### config.mk
export PLATFORM = sky130hd
export DESIGN_NAME = sdc_bus_arbiter
export DESIGN_NICKNAME = d
export VERILOG_FILES = /design/src/rtl/sdc_bus_arbiter.sv
export SDC_FILE = /design/constraint.sdc
export NUM_CORES = 1
export LEC_CHECK = 0
export CORE_MARGIN = 4
export CORE_UTILIZATION = 48
export DETAILED_ROUTE_END_ITERATION = 12
export PLACE_DENSITY = 0.72
export SLEW_MARGIN = 5
export SYNTH_ARGS = -nofsm -noshare
export SYNTH_HDL_FRONTEND = slang
export SYNTH_SLANG_ARGS = --single-unit
### constraint.sdc
create_clock -name clk -period 2.05 [get_ports clk]
set_input_delay 0.3075 -clock clk [delete_from_list [all_inputs] [get_ports clk]]
set_output_delay 0.3075 -clock clk [all_outputs]
set_load 0.02 [all_outputs]
### src/rtl/sdc_bus_arbiter.sv
// SD bus arbiter: shares one SPI-mode SD card between a write engine and a
// read engine. Round-robin on ties, release on owner done or hold timeout,
// then a fixed idle gap (cs_n high, mosi high) before the next owner.
//
// state | meaning
// IDLE  | bus free, waiting for a request
// GRANT | one engine owns the bus, hold counter running
// GAP   | bus released, gap counter running before requests are sampled again
module sdc_bus_arbiter #(
  parameter int unsigned GAP_CYCLES = 8,
  parameter logic [15:0] TIMEOUT    = 16'd65535
) (
  input  logic clk,
  input  logic reset,
  input  logic req_wr,
  input  logic done_wr,
  input  logic mosi_wr,
  input  logic req_rd,
  input  logic done_rd,
  input  logic mosi_rd,
  output logic gnt_wr,
  output logic gnt_rd,
  output logic mosi,
  output logic cs_n,
  output logic busy,
  output logic timeout
);

  // A zero gap would let two owners touch back to back; clamp it to one clock.
  localparam int unsigned GAP_EFF   = (GAP_CYCLES == 0) ? 1 : GAP_CYCLES;
  localparam logic [15:0] GAP_LOAD  = 16'(GAP_EFF - 1);
  localparam logic [15:0] HOLD_LAST = (TIMEOUT == 16'd0) ? 16'd0 : (TIMEOUT - 16'd1);

  typedef enum logic [1:0] {
    IDLE  = 2'd0,
    GRANT = 2'd1,
    GAP   = 2'd2
  } state_t;

  state_t      state;
  logic [15:0] hold_cnt;
  logic [15:0] gap_cnt;
  logic        last_rd;
  logic        armed;
  logic        owner_done;

  // Only the current owner's done pulse counts; stray dones are dropped here.
  always_comb begin
    owner_done = (gnt_wr & done_wr) | (gnt_rd & done_rd);
  end

  // Sequencer: grant selection, hold timeout, gap countdown, registered grants.
  // armed holds off the first grant until the second edge after reset release.
  always_ff @(posedge clk or negedge reset) begin
    if (!reset) begin
      state    <= IDLE;
      gnt_wr   <= 1'b0;
      gnt_rd   <= 1'b0;
      timeout  <= 1'b0;
      hold_cnt <= 16'd0;
      gap_cnt  <= 16'd0;
      last_rd  <= 1'b1;
      armed    <= 1'b0;
    end else begin
      armed   <= 1'b1;
      timeout <= 1'b0;
      case (state)
        IDLE: begin
          if (armed && (req_wr || req_rd)) begin
            state    <= GRANT;
            hold_cnt <= 16'd0;
            if (req_wr && (!req_rd || last_rd)) begin
              gnt_wr  <= 1'b1;
              last_rd <= 1'b0;
            end else begin
              gnt_rd  <= 1'b1;
              last_rd <= 1'b1;
            end
          end
        end
        GRANT: begin
          hold_cnt <= hold_cnt + 16'd1;
          if (owner_done || (hold_cnt == HOLD_LAST)) begin
            state   <= GAP;
            gnt_wr  <= 1'b0;
            gnt_rd  <= 1'b0;
            gap_cnt <= GAP_LOAD;
            timeout <= ~owner_done;
          end
        end
        GAP: begin
          if (gap_cnt == 16'd0) begin
            state <= IDLE;
          end else begin
            gap_cnt <= gap_cnt - 16'd1;
          end
        end
        default: begin
          state  <= IDLE;
          gnt_wr <= 1'b0;
          gnt_rd <= 1'b0;
        end
      endcase
    end
  end

  // Card-facing pins follow the registered grants directly so reset drops them at once.
  always_comb begin
    cs_n = ~(gnt_wr | gnt_rd);
    busy = (state != IDLE);
    if (gnt_wr) begin
      mosi = mosi_wr;
    end else if (gnt_rd) begin
      mosi = mosi_rd;
    end else begin
      mosi = 1'b1;
    end
  end

endmodule

Word level (Yosys, flattened, before mapping). Cells that the tools add are included.

Register bits after elaboration: 39. Output and inout port bits: 6.

$add $sub $neg: 2. Equality and inequality tests: 9. Mux-type cells: 21. Bitwise gates (word level): 7. Reduce and logical (&&, ||, !) cells: 17.

Operator list (count): case mux 16 bit (2 select lines) (2); 2-to-1 mux 16 bit (3); adder 16 x 1 -> 16 bit, second input constant (1); equality test 16 bit, second input constant (1); logical NOT 16 bit (1); subtractor 16 x 1 -> 16 bit, second input constant (1); != test 2 bit, second input constant (6); 2-to-1 mux 1 bit (10); AND reduction 4 bit (2); 2-to-1 mux 2 bit (3); case mux 1 bit (3 select lines) (2); case mux 2 bit (3 select lines) (1); AND reduction 3 bit (2); nonzero test 2 bit (3); AND reduction 2 bit (2); logical OR 1 bit (3); inverter 1 bit (3); bitwise AND 1 bit (2); equality test 2 x 1 -> 1 bit, second input constant (1); equality test 2 bit, second input constant (1); logical AND 1 bit (2); logical NOT 2 bit (1); OR 1 bit (2); logical NOT 1 bit (1).

Longest topological paths before layout. Gate-level depths: netlist (run 1).

Depth after elaboration: 6. Depth in mapped cells: 8. Gate-level depth less buffers: 7.

Least setup slack after synthesis (run 1). No wires, ideal clock.

Kind: register to register. From: register gap_cnt[0]. To: register gap_cnt[12]. Library setup time: 127 ps. Arrival: 1694 ps. Data required time: 1923 ps. Slack: 229 ps. Cell stages (with the launch flop): 9. Path buffers: 1. Clock period less this slack: 1821 ps. Cell sequence: dfrtp_1 > inv_1 > ha_1 > nor3b_1 > and3_1 > clkbuf_1 > nand4b_1 > o211ai_1 > o21ai_1.

Longest elaborated chain between the ends: 3. Elaborated cells between the ends (all ways): 6. Those cells by class: add/sub: 1; eq/ne: 1; mux: 2; reduce/logical: 2.

Ends and longest elaborated chain: from (decl) (line 42) `logic [15:0] gap_cnt;`; from (signal assigned) (line 95) `gap_cnt <= gap_cnt - 16'd1;`; subtractor 16 x 1 -> 16 bit / logical NOT 16 bit (equally long branches) (line 95, 92); 2-to-1 mux 16 bit / != test 2 bit (equally long branches); case mux 16 bit (2 select lines) / AND reduction 3 bit (equally long branches).

Several ways; a longest one is shown, not always the timed one. The select of a mux whose other input is x is not followed. A chain may end at the register's enable or synchronous reset.

Final worst setup path (run 1).
From: register state[0]. To: output port busy.

Longest elaborated chain between the ends: 1.

Ends and longest elaborated chain: from (decl) (line 40) `state_t state;`; from (signal assigned) (line 56) `state <= IDLE;`; from (signal assigned) (line 70) `state <= GRANT;`; from (signal assigned) (line 84) `state <= GAP;`; nonzero test 2 bit (line 110) `busy = (state != IDLE);`; to (decl) (line 25) `output logic busy,`.

No other way between the ends.

==> results.md, run 1 <==
* Mux contribution to synthesized area at 1.469%
* Final ANT Viol Nets at 0
* Ports at 14
* Crit Path Category: reg2out
* Grt ovf at 0
* Minimum clock period at 1.932 ns
* Vias at 1729
* Via-to-Cell Ratio at 5.744
* Worst EP required at 1.74 ns
* Initial antenna violation count at 0
* Sequential fraction of the synthesis area at 45.89%
* Xor/xnor share of the synthesized area at 5.347%
* Flop and latch count out of synthesis at 39
* Main combinational cell family by area after synthesis: simple AND/OR/NAND/NOR gates
* CP top delay family: buffers and inverters
* Met3 Use GR at 4.189%
* Most frequent cells in the layout: dfrtp_1 (38), nor2_1 (23), nand2_1 (18)
* Die area at 0.005566 mm2
* Placed inst area at 0.002385 mm2
* Initial DRC count at 127
* Worst reg2reg path endpoint: gap_cnt[9]
* GRT busiest layer: met2
* # placed instances at 292
* Height of the die at 74.61 um
* FF/Latch Area at 977.2 um2
* Worst-path clk slew at 0.07 ns
* Crit-path cells: inv_2 > nand2_1 > clkdlybuf4s50_1
* Startpoint types: flop
* Post-Syn Nets at 233
* F_max at 517.7 MHz
* # Max-Cap Violations at 0
* Fin area at 0.002514 mm2
* Non-Filler Instances at 301
* Die W at 74.61 um
* Port Buf Inserts at 13
* Routability Congestion at 0.8173
* Peak supply drop at 0.2467 mV
* Initial core utilization at 51.39%
* Worst-path maximum fanout at 8
* R2R setup slack at 0.13 ns
* Setup TNS at 0 ns
* CP Capture Type: output pin
* Reg-to-Reg Start: gap_cnt[0]
* CORE AREA at 0.004144 mm2
* Synth warn at 0
* Root buf cell: clkbuf_8
* CTS Buf Count at 5
* Synthesized instance count at 222
* Adder-cell share of the synthesized area at 1.763%
* Pin count of the biggest net entering global routing at 20
* Syn avg cell area at 9.593 um2
* Design Power at 1.378 mW
* TritonCTS Sinks at 39
* Final Hold Viols at 0
* Setup bufs post-CTS at 0
* Ant. Diodes at 0
* Post-synth EDFFs at 0
* Area occupied by multi-input gates at 0.001100 mm2
* GR Util met2 at 27.32%
* Total Routing Usage GR at 18.24%
* Pwr per Cell Area at 548.1 mW/mm2
* CP max stage delay at 0.60 ns
* Netlist Area Pre-Place at 0.002130 mm2
* Pre-antenna DRT Iters at 4
* WP data arrival at 1.62 ns
* Register-to-Register Path Depth at 7
* Post-layout nets at 261
* Worst Hold Class: in2async
* Number of fill cells in the layout at 369
* Critical path's slowest cell: clkdlybuf4s50_1
* Leakage at 1.017 nW
* Vias in the first global route at 1654
* DR DRC count at 0
* Clk_lat worst skew at 0.29 ns
* Post-Route WL at 4653 um
* CTS H-tree depth at 2
* Worst-case clock buffer depth at 2
* Worst Skew at 0.005737 ns
* Yosys cell types at 53
* Util after Layout at 60.66%
* Post-synth ARST share at 100.0%
* Status: completed
* Met1 Use GR at 26.01%
* Compound-cell area share of the yosys netlist at 16.69%
* Most common cell after layout, fill and taps aside: dfrtp_1
* TritonCTS clock tree: done
* Combined buffer and inverter count along the critical path at 2
* Share of layout cells above drive strength 1 at 15.94%
* Global-route wire length before repair at 7755 um
* Cell Rows at 23
* Area grow syn2layout at 18.04%
* Final number of max-transition violations at 0
* DR WL/cell at 15.46 um
* Final Cycle Share at 94.23%
* Final setup vio count at 0
* Unrepaired setup endpoints after global routing: no
* Detailed Place HPWL at 3321 um
* Synth Area in Simple Gates at 25.32%
* Leading register cell type out of synthesis: dfrtp_1
## kinds of logic after synthesis
kind of cell	count (synthesis)
other	1
muxes	3
adders and majority gates	3
xor gates and xnor gates	13
DFF	39
buffers and inverters	16
AOI/OAI and AO/OA	50
and+or+nand+nor	97
## layout make-up
| cell class | instances | area share [%] |
|---|---|---|
| multi-input cells | 167 | 43.75 |
| clock buffers | 8 | 3.982 |
| flip-flops and latches | 39 | 38.88 |
| repair buffers | 28 | 9.557 |
| well taps | 50 | 2.489 |
| inverters | 9 | 1.344 |
## flip-flops by register name (all words and copies together) (netlist names)
name,cells
gnt_rd,1
armed,1
state,2
timeout,1
hold_cnt,16
gnt_wr,1
gap_cnt,16
last_rd,1
## cells in the mapped netlist, drive strengths merged, types with 2 or more instances
cell type	instances	area share, %
nor3	10	2.6
ha	3	1.8
a21oi	14	3.3
o21a	3	1.1
and4	4	1.6
a31oi	3	0.88
a41oi	2	1.2
nor3b	2	0.70
dfrtp	38	45
buf	4	1.2
or2	2	0.59
nor2	23	4.1
nand2	18	3.2
mux2i	2	0.94
o211ai	5	1.8
xor2	9	3.7
and3	2	0.59
nand2b	2	0.94
o21ai	12	2.8
xnor2	4	1.6
nand4	8	2.4
and2	2	0.59
clkbuf	3	0.53
nor4	7	2.6
or4	2	0.88
nand4b	2	0.82
nand3	10	2.4
inv	9	1.6
## worst max path at each step
| stage | startpoint | endpoint | slack, ns | cells after the start |
|---|---|---|---|---|
| finish | state[0] | busy | 0.12 | 3 |
| global route | gap_cnt[0] | gap_cnt[5] | 0.04 | 8 |
| detailed placement | req_rd | hold_cnt[9] | 0.03 | 7 |
| global placement | req_rd | hold_cnt[9] | 0.10 | 7 |
| floorplan | gap_cnt[0] | gap_cnt[12] | 0.23 | 8 |
| CTS | state[0] | busy | 0.09 | 3 |
## layer usage
layer  share of wire [%]  wire length [um]  up-vias
li1                    -                 -      866
met1                  50              2312      821
met2                  44              2060       35
met3                 4.6               214        7
met4                 1.4                66        0
met5                   0                 0        -
## stage by stage
| step | hold slack (ns) | worst slack, ns |
|---|---|---|
| after floorplan | 0.01191 | 0.2294 |
| after global placement | 0.2589 | 0.1025 |
| after detailed placement | 0.2625 | 0.03440 |
| after CTS | 0.4807 | 0.08977 |
| after global routing | 0.5276 | 0.03806 |
| final | 0.4760 | 0.1182 |
## timing repair
item                                    in CTS  in global routing
hold endpoints to repair                    17                  0
endpoints found under the setup margin       0                  2
hold buffers                                 1                  0
gates resized for setup                      0                  3
## power by group
group | total [mW] | internal [mW] | switching (mW) | leakage, nW
logic | 0.0411 | 0.0184 | 0.0227 | 0.498
clock network | 0.566 | 0.307 | 0.259 | 0.0515
registers | 0.771 | 0.770 | 0.000623 | 0.467
total | 1.38 | 1.10 | 0.282 | 1.02
No activity file was read; power rests on OpenSTA's default activity.
==> run 2, diff against run 1 <==
--- a/config.mk
+++ b/config.mk
@@ -5,7 +5,7 @@
 export SDC_FILE = /design/constraint.sdc
 export NUM_CORES = 1
 export LEC_CHECK = 0
-export CORE_MARGIN = 4
+export CORE_MARGIN = 2
 export CORE_UTILIZATION = 48
 export DETAILED_ROUTE_END_ITERATION = 12
 export PLACE_DENSITY = 0.72
==> results.md, run 2 (synthesis results as in run 1) <==
* Routability Congestion at 0.8005 (was 0.8173)
* F_max at 511.4 MHz (was 517.7 MHz)
* WP data arrival at 1.65 ns (was 1.62 ns)
* Top flop regs: gap_cnt (16), hold_cnt (16), state (2) (unchanged)
* Area grow syn2layout at 18.33% (was 18.04%)
* TritonCTS Sinks at 39 (unchanged)
* Share of layout cells above drive strength 1 at 16.00% (was 15.94%)
* Register-to-Register Path Depth at 7 (unchanged)
* Root buf cell: clkbuf_8 (unchanged)
* Post-Route WL at 4560 um (was 4653 um)
* Final ANT Viol Nets at 0 (unchanged)
* Cell Rows at 24 (was 23)
* Reg-to-Reg Start: gap_cnt[0] (unchanged)
* Final Hold Viols at 0 (unchanged)
* Worst reg2reg path endpoint: gap_cnt[9] (unchanged)
* Final setup vio count at 0 (unchanged)
* Final Cycle Share at 95.39% (was 94.23%)
* Vias in the first global route at 1664 (was 1654)
* DR WL/cell at 15.10 um (was 15.46 um)
* Ports at 14 (unchanged)
* Logic gate share of total power at 2.8% (was 3.0%)
* CORE AREA at 0.004324 mm2 (was 0.004144 mm2)
* Startpoint types: flop (unchanged)
* Worst-case clock buffer depth at 2 (unchanged)
* Worst-path maximum fanout at 8 (unchanged)
* Pin count of the biggest net entering global routing at 18 (was 20)
* Combined buffer and inverter count along the critical path at 2 (unchanged)
* Height of the die at 70.61 um (was 74.61 um)
* CP top delay family: buffers and inverters (unchanged)
* Number of fill cells in the layout at 381 (was 369)
* Leakage at 1.019 nW (was 1.017 nW)
* CTS H-tree depth at 2 (unchanged)
* Pre-antenna DRT Iters at 4 (unchanged)
* Clk_lat worst skew at 0.30 ns (was 0.29 ns)
* Total Routing Usage GR at 19.08% (was 18.24%)
* Initial DRC count at 130 (was 127)
* Pwr per Cell Area at 580.2 mW/mm2 (was 548.1 mW/mm2)
* CP max stage delay at 0.60 ns (about the same)
* Most common cell after layout, fill and taps aside: dfrtp_1 (unchanged)
* # Max-Cap Violations at 0 (unchanged)
* Peak supply drop at 0.2973 mV (was 0.2467 mV)
* TritonCTS clock tree: done (unchanged)
* FF/Latch Area at 977.2 um2 (unchanged)
* Die area at 0.004985 mm2 (was 0.005566 mm2)
* Crit Path Category: reg2out (unchanged)
* Worst-path clk slew at 0.09 ns (was 0.07 ns)
* Switch share at 21.31% (was 20.50%)
* Via-to-Cell Ratio at 5.987 (was 5.744)
* Die W at 70.61 um (was 74.61 um)
* Design Power at 1.462 mW (was 1.378 mW)
* Worst Hold Class: in2async (unchanged)
* Initial antenna violation count at 0 (unchanged)
* R2R setup slack at 0.15 ns (was 0.13 ns)
* DR DRC count at 0 (unchanged)
* Post-route worst setup slack at 0.09453 ns (was 0.1182 ns)
* Final number of max-transition violations at 0 (unchanged)
* Crit-path cells: inv_2 > nand2_1 > clkdlybuf4s50_1 (unchanged)
* Setup bufs post-CTS at 0 (unchanged)
* Setup TNS at 0 ns (unchanged)
* Placed inst area at 0.002380 mm2 (was 0.002385 mm2)
* Status: completed (unchanged)
* Dpl ws at 0.01994 ns (was 0.03440 ns)
* Clock power frac at 44.5% (was 41.1%)
* Util after Layout at 58.28% (was 60.66%)
* Initial core utilization at 49.25% (was 51.39%)
* Detailed Place HPWL at 3274 um (was 3321 um)
* CP Capture Type: output pin (unchanged)
* Post-layout nets at 260 (was 261)
* Worst Skew at 0.01151 ns (was 0.005737 ns)
* Global-route wire length before repair at 7638 um (was 7755 um)
* Minimum clock period at 1.955 ns (was 1.932 ns)
* Most frequent cells in the layout: dfrtp_1 (38), nor2_1 (23), nand2_1 (17) (was dfrtp_1 (38), nor2_1 (23), nand2_1 (18))
* Worst EP required at 1.74 ns (about the same)
* Unrepaired setup endpoints after global routing: no (unchanged)
* Vias at 1808 (was 1729)
* CTS Buf Count at 5 (unchanged)
* Port Buf Inserts at 13 (unchanged)
* Ant. Diodes at 0 (unchanged)
* Fin area at 0.002520 mm2 (was 0.002514 mm2)
* Grt ovf at 0 (unchanged)
* Flop pwr share at 52.7% (was 55.9%)
* Critical path's slowest cell: clkdlybuf4s50_1 (unchanged)
* Int Pwr at 1.151 mW (was 1.095 mW)
* Area occupied by multi-input gates at 0.001096 mm2 (was 0.001100 mm2)
* Net load switching power at 0.3116 mW (was 0.2824 mW)
==> run 2: worst max-delay path by stage <==
| stage | from | endpoint | slack [ns] | cells after the start |
|---|---|---|---|---|
| 3_3_place_gp | req_rd | hold_cnt[9] | 0.07 | 7 |
| 4_1_cts | state[0] | busy | 0.08 | 3 |
| 5_1_grt | gap_cnt[0] | gap_cnt[0] | 0.007 | 8 |
| 6_report | state[0] | busy | 0.09 | 3 |
| 3_5_place_dp | req_rd | hold_cnt[8] | 0.02 | 7 |
| 2_1_floorplan | gap_cnt[0] | gap_cnt[12] | 0.23 | 8 |
==> run 2: layer usage <==
layer	share of wire, %	track usage, %	routed length (um)	vias to the layer above
li1	-	-	-	866
met1	50	27.62	2266	879
met2	44	28.93	2009	56
met3	5.1	3.419	231	7
met4	1.2	6.918	53	0
met5	0	0	0	-
==> run 2: final cells by class <==
type / count / area share, %
tap: 52 / 2.582
sequential: 39 / 38.78
inverter: 9 / 1.341
timing repair buffer: 27 / 9.335
multi-input combinational: 167 / 43.50
clock inverter: 3 / 1.738
clock buffer: 5 / 2.731
==> run 2: per-stage QoR <==
stage | hold WS, ns | cells
global placement | 0.2421 | 293
finish | 0.4651 | 302
detailed placement | 0.2609 | 293
global route | 0.5043 | 302
CTS | 0.4689 | 302
floorplan | 0.01191 | 222
==> run 2: power groups by stage <==
stage          sequential (mW)  clock, mW  combinational [mW]
6_report                 0.770      0.650              0.0416
5_1_grt                  0.770      0.692              0.0469
4_1_cts                  0.770      0.664              0.0430
3_5_place_dp             0.786          0              0.0413
3_3_place_gp             0.785          0              0.0402
2_1_floorplan            0.785          0             0.00592
==> run 2: timing repair <==
item / CTS / global route
endpoints found under the hold margin: 15 / 0
hold buffers: 1 / 0
endpoints found under the setup margin: 0 / 3
resized for setup: 0 / 4
==> run 3, diff against run 2 <==
--- a/config.mk
+++ b/config.mk
@@ -5,11 +5,14 @@
 export SDC_FILE = /design/constraint.sdc
 export NUM_CORES = 1
 export LEC_CHECK = 0
+export CAP_MARGIN = 20
 export CORE_MARGIN = 2
 export CORE_UTILIZATION = 48
+export CTS_BUF_LIST = sky130_fd_sc_hd__clkbuf_16
 export DETAILED_ROUTE_END_ITERATION = 12
 export PLACE_DENSITY = 0.72
 export SLEW_MARGIN = 5
 export SYNTH_ARGS = -nofsm -noshare
 export SYNTH_HDL_FRONTEND = slang
 export SYNTH_SLANG_ARGS = --single-unit
+export TNS_END_PERCENT = 30
==> results.md, run 3 (synthesis results as in run 1) <==
* Worst-path maximum fanout at 8 (unchanged)
* Routability Congestion at 0.8005 (unchanged)
* Worst EP required at 1.74 ns (about the same)
* Non-Filler Instances at 302 (unchanged)
* Cell Rows at 24 (unchanged)
* Port Buf Inserts at 13 (unchanged)
* Share of layout cells above drive strength 1 at 15.60% (was 16.00%)
* Grt ovf at 0 (unchanged)
* Worst Hold Class: in2async (unchanged)
* DR WL/cell at 15.30 um (was 15.10 um)
* Final Hold Viols at 0 (unchanged)
* Initial antenna violation count at 0 (unchanged)
* Most frequent cells in the layout: dfrtp_1 (38), nor2_1 (23), nand2_1 (18) (was dfrtp_1 (38), nor2_1 (23), nand2_1 (17))
* Worst-case clock buffer depth at 2 (unchanged)
* Pwr per Cell Area at 663.3 mW/mm2 (was 580.2 mW/mm2)
* Status: completed (unchanged)
* Pin count of the biggest net entering global routing at 18 (unchanged)
* Pre-antenna DRT Iters at 4 (unchanged)
* WP data arrival at 1.63 ns (was 1.65 ns)
* Fin Hold WS at 0.4842 ns (was 0.4651 ns)
* # Max-Cap Violations at 0 (unchanged)
* Global-route wire length before repair at 7879 um (was 7638 um)
* GR Util met2 at 29.25% (was 28.93%)
* Die W at 70.61 um (unchanged)
* CP max stage delay at 0.60 ns (about the same)
* Via-to-Cell Ratio at 6.000 (was 5.987)
* Total Routing Usage GR at 20.01% (was 19.08%)
* Unrepaired setup endpoints after global routing: yes (was no)
* DR DRC count at 0 (unchanged)
* Ports at 14 (unchanged)
* Final setup vio count at 0 (unchanged)
* Post-Route WL at 4622 um (was 4560 um)
* GRT busiest layer: met2 (unchanged)
* # placed instances at 293 (unchanged)
* Met1 Use GR at 28.36% (was 27.62%)
* Leakage at 1.044 nW (was 1.019 nW)
* Worst-path clk slew at 0.06 ns (was 0.09 ns)
* TritonCTS clock tree: done (unchanged)
* CTS H-tree depth at 2 (unchanged)
* TritonCTS Sinks at 39 (unchanged)
* Vias in the first global route at 1682 (was 1664)
* Clk_lat worst skew at 0.29 ns (was 0.30 ns)
* Post-layout nets at 260 (unchanged)
* Initial DRC count at 190 (was 130)
* Crit-path cells: inv_2 > nand2_1 > clkdlybuf4s50_1 (unchanged)
* CORE AREA at 0.004324 mm2 (unchanged)
* Post-route worst setup slack at 0.1125 ns (was 0.09453 ns)
* Initial core utilization at 49.25% (unchanged)
* Die area at 0.004985 mm2 (unchanged)
* Setup bufs post-CTS at 0 (unchanged)
* Final Cycle Share at 94.51% (was 95.39%)
* Final number of max-transition violations at 0 (unchanged)
* Ant. Diodes at 0 (unchanged)
* Most common cell after layout, fill and taps aside: dfrtp_1 (unchanged)
* Setup TNS at 0 ns (unchanged)
* Top flop regs: gap_cnt (16), hold_cnt (16), state (2) (unchanged)
* Design Power at 1.707 mW (was 1.462 mW)
* Height of the die at 70.61 um (unchanged)
* CP Capture Type: output pin (unchanged)
* Area grow syn2layout at 20.86% (was 18.33%)
* Detailed Place HPWL at 3274 um (unchanged)
* CTS Buf Count at 5 (unchanged)
* Dpl ws at 0.01994 ns (unchanged)
* Vias at 1812 (was 1808)
* Minimum clock period at 1.938 ns (was 1.955 ns)
* Peak supply drop at 0.3332 mV (was 0.2973 mV)
* Root buf cell: clkbuf_16 (was clkbuf_8)
* Startpoint types: flop (unchanged)
* Final ANT Viol Nets at 0 (unchanged)
* Crit Path Category: reg2out (unchanged)
* F_max at 516.1 MHz (was 511.4 MHz)
* Worst Skew at 0.007537 ns (was 0.01151 ns)
* Critical path's slowest cell: clkdlybuf4s50_1 (unchanged)
* Met3 Use GR at 4.843% (was 3.419%)
-- run 3: changes by cell type in the layout (fill, tap and decap cells not counted) --
cell / change
clkbuf_16: +5
clkbuf_8: -5
nand2_1: +1
nand2_2: -1
-- run 3: timing repair --
| item | CTS | global route |
|---|---|---|
| resized for setup | 0 | 3 |
| hold endpoints to repair | 15 | 0 |
| setup endpoints to repair | 0 | 3 |
| hold buffers | 1 | 0 |
-- run 3: area by class of cell --
| type | count | area, um2 |
|---|---|---|
| multi-input cells | 167 | 1094 |
| well taps | 52 | 65.06 |
| flip-flops and latches | 39 | 977.2 |
| fillers | 380 | 1750 |
| clock inverters | 3 | 43.79 |
| clock buffers | 5 | 125.1 |
| inverters | 9 | 33.78 |
| repair buffers | 27 | 235.2 |
-- run 3: final timing paths --
path / startpoint / endpoint / slack [ns] / cells past startpoint
setup / recovery: state[0] / busy / 0.11 / 3
max in group asynchronous: reset / last_rd / 0.98 / 3
hold reg to reg: last_rd / last_rd / 0.50 / 2
hold / removal: reset / hold_cnt[4] / 0.48 / 2
setup reg to reg: gap_cnt[0] / gap_cnt[9] / 0.15 / 7
min in group clk: last_rd / last_rd / 0.50 / 2
-- run 3: per-stage QoR --
step           util, %  instance area (um2)
3_3_place_gp     55.03                 2380
4_1_cts          59.17                 2559
2_1_floorplan        -                 2130
6_report         59.52                 2574
5_1_grt          59.52                 2574
3_5_place_dp     55.03                 2380
-- run 3: power breakdown --
| group | switching [mW] | internal, mW | leakage [nW] |
|---|---|---|---|
| Sequential | 0.000561 | 0.771 | 0.467 |
| Clock | 0.320 | 0.574 | 0.0838 |
| Combinational | 0.0233 | 0.0184 | 0.494 |
-- run 3: layer usage --
| metal | routed length [um] | up-vias |
|---|---|---|
| li1 | - | 869 |
| met1 | 2219 | 870 |
| met2 | 2005 | 60 |
| met3 | 278 | 13 |
| met4 | 119 | 0 |
| met5 | 0 | - |
-- run 3: critical path, delay by kind of cell (launching register included) --
family / cells / cell delay (ns)
buffers and inverters: 2 / 0.73
flip-flops: 1 / 0.53
AND/OR/NAND/NOR: 1 / 0.09
